`config.mk`:
```
export PLATFORM = sky130hd
export DESIGN_NAME = ctrl_pipe_chain
export DESIGN_NICKNAME = d
export VERILOG_FILES = /design/src/rtl/ctrl_pipe_chain.sv
export SDC_FILE = /design/constraint.sdc
export NUM_CORES = 1
export LEC_CHECK = 0
export BUFFER_PORTS_ARGS = -buffer_cell sky130_fd_sc_hd__buf_4
export CAP_MARGIN = 20
export CORE_ASPECT_RATIO = 1.25
export CORE_MARGIN = 3
export CORE_UTILIZATION = 50
export DETAILED_ROUTE_END_ITERATION = 6
export GPL_ROUTABILITY_DRIVEN = 0
export MAX_ROUTING_LAYER = met4
export PLACE_DENSITY = 0.84
export SETUP_SLACK_MARGIN = 0.3
export SLEW_MARGIN = 15
export SYNTH_ARGS = -nofsm -noshare
export SYNTH_HDL_FRONTEND = slang
export SYNTH_SLANG_ARGS = --single-unit
```
`constraint.sdc`:
```
create_clock -name clk -period 3.3 [get_ports clk]
set_input_delay 0.33 -clock clk [delete_from_list [all_inputs] [get_ports clk]]
set_output_delay 0.33 -clock clk [all_outputs]
set_load 0.005 [all_outputs]
```
`src/rtl/ctrl_pipe_chain.sv`:
```
// Parametrised chain of control-word pipeline stages with per-stage stall/flush,
// forwarding selects and load-use detection. Optional counters: CTRL_PIPE_PERF_EN.
module ctrl_pipe_chain #(
  parameter int WIDTH  = 10,
  parameter int STAGES = 3,
  parameter int RW_BIT = 5,
  parameter int MR_BIT = 9
) (
  input  logic                    clk,
  input  logic                    rst,
  input  logic [WIDTH-1:0]        ctrlD,
  input  logic                    validD,
  input  logic [4:0]              dstD,
  input  logic [STAGES-1:0]       stall,
  input  logic [STAGES-1:0]       flush,
  input  logic [4:0]              srcA,
  input  logic [4:0]              srcB,
  output logic [STAGES*WIDTH-1:0] ctrl_q,
  output logic [STAGES-1:0]       valid_q,
  output logic [STAGES*5-1:0]     dst_q,
  output logic                    ready_in,
  output logic [STAGES-1:0]       fwdA,
  output logic [STAGES-1:0]       fwdB,
  output logic                    load_use
`ifdef CTRL_PIPE_PERF_EN
  ,
  output logic [31:0]             bubble_cnt,
  output logic [31:0]             flush_cnt
`endif
);

  logic [WIDTH-1:0]  ctrlReg  [STAGES];
  logic [WIDTH-1:0]  ctrlNext [STAGES];
  logic [4:0]        dstReg   [STAGES];
  logic [4:0]        dstNext  [STAGES];
  logic [STAGES-1:0] validReg, validNext;
  logic [STAGES-1:0] hold, matchA, matchB, bubbleLoad;

  // An older stage holding forces every younger stage to hold as well.
  always_comb begin
    hold = '0;
    hold[STAGES-1] = stall[STAGES-1];
    for (int k = STAGES - 2; k >= 0; k--) hold[k] = stall[k] | hold[k+1];
  end

  assign ready_in = ~hold[0];

  always_comb begin
    bubbleLoad = '0;
    validNext  = validReg;
    for (int k = 0; k < STAGES; k++) begin
      ctrlNext[k] = ctrlReg[k];
      dstNext[k]  = dstReg[k];
      if (flush[k]) begin
        ctrlNext[k]  = '0;
        validNext[k] = 1'b0;
        dstNext[k]   = '0;
      end else if (hold[k]) begin
        ctrlNext[k] = ctrlReg[k];
      end else if (k == 0) begin
        // Empty slots carry a zero control word so no enable leaks downstream.
        ctrlNext[k]  = validD ? ctrlD : '0;
        validNext[k] = validD;
        dstNext[k]   = dstD;
      end else if (hold[k-1]) begin
        ctrlNext[k]   = '0;
        validNext[k]  = 1'b0;
        dstNext[k]    = '0;
        bubbleLoad[k] = 1'b1;
      end else begin
        ctrlNext[k]  = ctrlReg[k-1];
        validNext[k] = validReg[k-1];
        dstNext[k]   = dstReg[k-1];
      end
    end
  end

  always_ff @(posedge clk or posedge rst) begin
    if (rst) begin
      validReg <= '0;
      for (int k = 0; k < STAGES; k++) begin
        ctrlReg[k] <= '0;
        dstReg[k]  <= '0;
      end
    end else begin
      validReg <= validNext;
      for (int k = 0; k < STAGES; k++) begin
        ctrlReg[k] <= ctrlNext[k];
        dstReg[k]  <= dstNext[k];
      end
    end
  end

  genvar gi;
  generate
    for (gi = 0; gi < STAGES; gi++) begin : g_stage
      assign ctrl_q[gi*WIDTH +: WIDTH] = ctrlReg[gi];
      assign dst_q[gi*5 +: 5]          = dstReg[gi];
      assign matchA[gi] = validReg[gi] & ctrlReg[gi][RW_BIT] &
                          (dstReg[gi] != 5'd0) & (dstReg[gi] == srcA);
      assign matchB[gi] = validReg[gi] & ctrlReg[gi][RW_BIT] &
                          (dstReg[gi] != 5'd0) & (dstReg[gi] == srcB);
    end
  endgenerate

  assign valid_q = validReg;

  // Walk oldest to youngest so the youngest match is the one that survives.
  always_comb begin
    fwdA = '0;
    fwdB = '0;
    for (int k = STAGES - 1; k >= 0; k--) begin
      if (matchA[k]) begin
        fwdA    = '0;
        fwdA[k] = 1'b1;
      end
      if (matchB[k]) begin
        fwdB    = '0;
        fwdB[k] = 1'b1;
      end
    end
  end

  assign load_use = (matchA[0] | matchB[0]) & ctrlReg[0][MR_BIT];

`ifdef CTRL_PIPE_PERF_EN
  logic bubbleEvent, flushEvent;
  assign bubbleEvent = |bubbleLoad;
  assign flushEvent  = |(flush & validReg);

  always_ff @(posedge clk or posedge rst) begin
    if (rst) begin
      bubble_cnt <= '0;
      flush_cnt  <= '0;
    end else begin
      if (bubbleEvent && (bubble_cnt != 32'hFFFF_FFFF)) bubble_cnt <= bubble_cnt + 32'd1;
      if (flushEvent && (flush_cnt != 32'hFFFF_FFFF)) flush_cnt <= flush_cnt + 32'd1;
    end
  end
`endif

endmodule

```
After elaboration in Yosys (flattened, before gate mapping)
Index checks and enable logic that the tools add are counted.
W data, S select, Z words.
- register bits after elaboration: 48
- input bits: 34
- output and inout bits: 56
- eq/ne operators: 9
- multiplexer cells: 31
- bitwise operators: 17
- reduce and logical (&&, ||, !) cells: 3
- operators with widths (kind ; number):
    $mux W10 ; 9
    $mux W5 ; 8
    $eq A5 B5 Y1 ; 6
    $mux W3 ; 6
    $reduce_bool A5 Y1 ; 3
    $and A1 B1 Y1 ; 13
    $mux W1 ; 8
    $ne A2 B2 Y1 const B ; 2
    $or A1 B1 Y1 ; 3
    $ne A2 B1 Y1 const B ; 1
    $not A1 Y1 ; 1

Logic depth before layout (Yosys ltp)
- word-level depth: 6
- gate-level depth with buffers: 6
- depth with buffers taken out: 4

Worst setup path after synthesis
No wires, ideal clock.
- kind: register to output
- start: register dstReg, in the netlist dst_q[1]
- end: output load_use
- arrival: 1455 ps
- setup slack: 1515 ps
- cell stages (with the launch flop): 5
- buffers on the path: 0
- path through: dfrtp_1 or4_1 o211ai_2 nor4_2 o21a_1
- longest elaborated chain between the ends: 5
- RTL lines (what ; RTL line ; text):
    start: declaration ; 34 ; logic [4:0] dstReg [STAGES];
    start signal: indexed assignment ; 89 ; dstReg[k] <= dstNext[k];
    $reduce_bool A5 Y1 ; 100, 102 ;
    $and A1 B1 Y1 ; 99, 101 ;
    $and A1 B1 Y1, on equally long branches ; 100, 102 ;
    $or A1 B1 Y1 (*) ; 124 ; assign load_use = (matchA[0] | matchB[0]) & ctrlReg[0][MR_BIT];
    $and A1 B1 Y1 (*) ; 124 ;
    end: declaration ; 24 ; output logic load_use
Every way passes the cells marked *; elsewhere a longest branch is shown, timed or not.

Worst setup path after layout
Ends and elaborated chain as after synthesis.

==> results.ini <==
[finish]
fin_nets = 302
drive_gt1_share_pct = 41.3
antenna_cells = 0
fillCellCount = 312
multi_input_area_um2 = 933
syn_to_final_growth_pct = 38.0
seq_area_um2 = 1200

[clock_network]
cts_buffer_depth = 2
root_buffer = clkbuf_8
holdBufCountCts = 0
cts_tree = yes
worstSkewPairLatency_ns = 0.29
cts_max_level = 2
cts_inserted_buffers = 5
post-cts-setup-buffers = 0
cts_resized = 0
path_clk_slew_ns = 0.08
clock_sinks = 48

[yosys]
post-synth-top-count-cell = dfrtp_1
synth_warnings = 0
ys_async_sr_fraction_pct = 100
ys_seq_area_share_pct = 55.2
synth_cell_types = 27
yosys-top-cells-area = dfrtp_1 55%, a22o_1 17%, xnor2_1 6.4%
synth_top_cell_area_share_pct = 55.2
syn-instance-count = 177
synth_edf_count = 0
ys_seq_elements = 48
syn_area_um2 = 2180
synth_common_cells = 48 x dfrtp_1, 41 x a22o_1, 16 x xnor2_1
synth_top_area_cell = dfrtp_1
synth_area_per_cell_um2 = 12.3
syn_nets = 211
synth_ff_type = dfrtp_1

[global_routing]
grt_max_degree = 49
grtUsageTotal_pct = 23.8
antenna_found_initial = 0
grt_overflow_total = 0
grt_pass1_vias = 1812
grt_pass1_wl_mm = 9.11

[pwr]
pwr-share-clk_pct = 33.7
p_per_area_nw_per_um2 = 360
power.internal_w = 0.000820
power_frac_comb_pct = 10.7
p_sw_share_pct = 24.2
leakage_nw = 1.56
vdd_ir_drop_max_mv = 0.332
p_seq_share_pct = 55.6
p_sw_w = 0.000262

[routing]
via_per_inst = 5.66
drt_wl_total_mm = 5.79
routedWlPerCell_um = 17.8
drtAntennaViolNets = 0
drt_first_pass_iters = 4
drt_iter0_markers = 72
vias = 1840
drcViolationCount = 0

[placed_design]
numPortBuffers = 89
dp_hpwl_mm = 4.24

[sta]
fin_crit_ns = 2.36
finalHoldViolCount = 0
period_share_pct = 71.4
rsz0062_at_grt = no
holdWs_ns = 0.246
worst_pin_slew_ns = 0.968
setup_violations = 0
skew_ns = 0.00780
fin_tns_setup_ns = 0
slew-limit-headroom_pct = 35.4
clock.fmax_mhz = 424
slew_violations = 0

[floorplanning]
fp.dieH_um = 79.8
ios = 90
start_util_pct = 52.7
dieArea_um2 = 5180
die_w_um = 65
num_rows = 26
fp.coreArea_um2 = 4130

[setup_path]
startpoint_type = register
arrival_ns = 2.03
critPathKind = register to output port
crit_fanout = 6
required_ns = 2.97
cp-end-kind = output port

[run_status]
status = finished, final reports clean

[run]
cap_viol_max_count = 0

[min_path]
hold_class = primary input to register

## stage by stage
stage	cells	instance area, um^2	power [W]	worst slack [ns]	utilization, %
after floorplan	177	2180	0.000664	1.52	-
after global placement	315	2890	0.000725	1.28	69.9
after detailed placement	315	2890	0.000727	1.24	69.9
after CTS	323	2980	0.00109	0.920	72.2
after global routing	325	3000	0.00113	0.880	72.7
final	325	3000	0.00108	0.944	72.7
## cell families after synthesis
| family | synth area share [%] |
|---|---|
| AOI/OAI and AO/OA | 20.2 |
| DFF | 55.2 |
| and+or+nand+nor | 10.4 |
| xor gates and xnor gates | 12.1 |
| buffers and inverters | 2.13 |
## power groups by stage
stage                     logic (W)  registers [W]  clock network, W
final                      0.000115       0.000602          0.000365
after global routing       0.000126       0.000603          0.000400
after CTS                  0.000114       0.000602          0.000371
after detailed placement   0.000114       0.000614                 0
after global placement     0.000111       0.000613                 0
after floorplan           0.0000520       0.000612                 0
## worst paths after layout
| kind | endpoint | from | cells after the start | slack, ns |
|---|---|---|---|---|
| max in group asynchronous | dst_q[6] | rst | 2 | 2.43 |
| hold reg to reg | ctrl_q[21] | ctrl_q[21] | 1 | 0.51 |
| setup reg to reg | dst_q[6] | dst_q[6] | 1 | 2.45 |
| setup / recovery | load_use | dst_q[1] | 5 | 0.94 |
| min in group asynchronous | ctrl_q[10] | rst | 2 | 0.27 |
| hold / removal | dst_q[0] | flush[0] | 2 | 0.25 |
## worst max-delay path, stage by stage (launching register included)
cell and delay (ns):
dfrtp_1 0.48, or4_1 0.56, o211ai_2 0.24, nor4_2 0.13
o21a_1 0.20, buf_4 0.13
## layout make-up
class	instances	share of cell area [%]
clock buffers	6	2.75
clock inverters	2	0.458
inverters	2	0.250
multi-input cells	119	31.1
flip-flops and latches	48	40.0
well taps	56	2.33
repair buffers	92	23.1
## per-layer routing
metal | routed length (um) | GRT usage, % | part of all wire [%]
met3 | 277 | 3.66 | 4.8
met4 | 100 | 8.88 | 1.7
met1 | 2400 | 29.9 | 41
met2 | 3010 | 38.9 | 52
met5 | 0 | - | 0
## cell usage in the layout, fill, tap and decap left out, types with 3 or more instances in the layout
master / count
xor2_1: 14
dfrtp_1: 48
xnor2_1: 16
nand2_1: 10
clkbuf_8: 6
a21oi_1: 5
buf_4: 91
nor3b_2: 3
nand3_1: 4
or4_1: 4
nor2_1: 5
a22o_1: 41
## sequential cells by signal, indices dropped and copies added, names as in the netlist
name,cells
ctrl_q,30
valid_q,3
dst_q,15
Power figures use the tool's default switching activity.
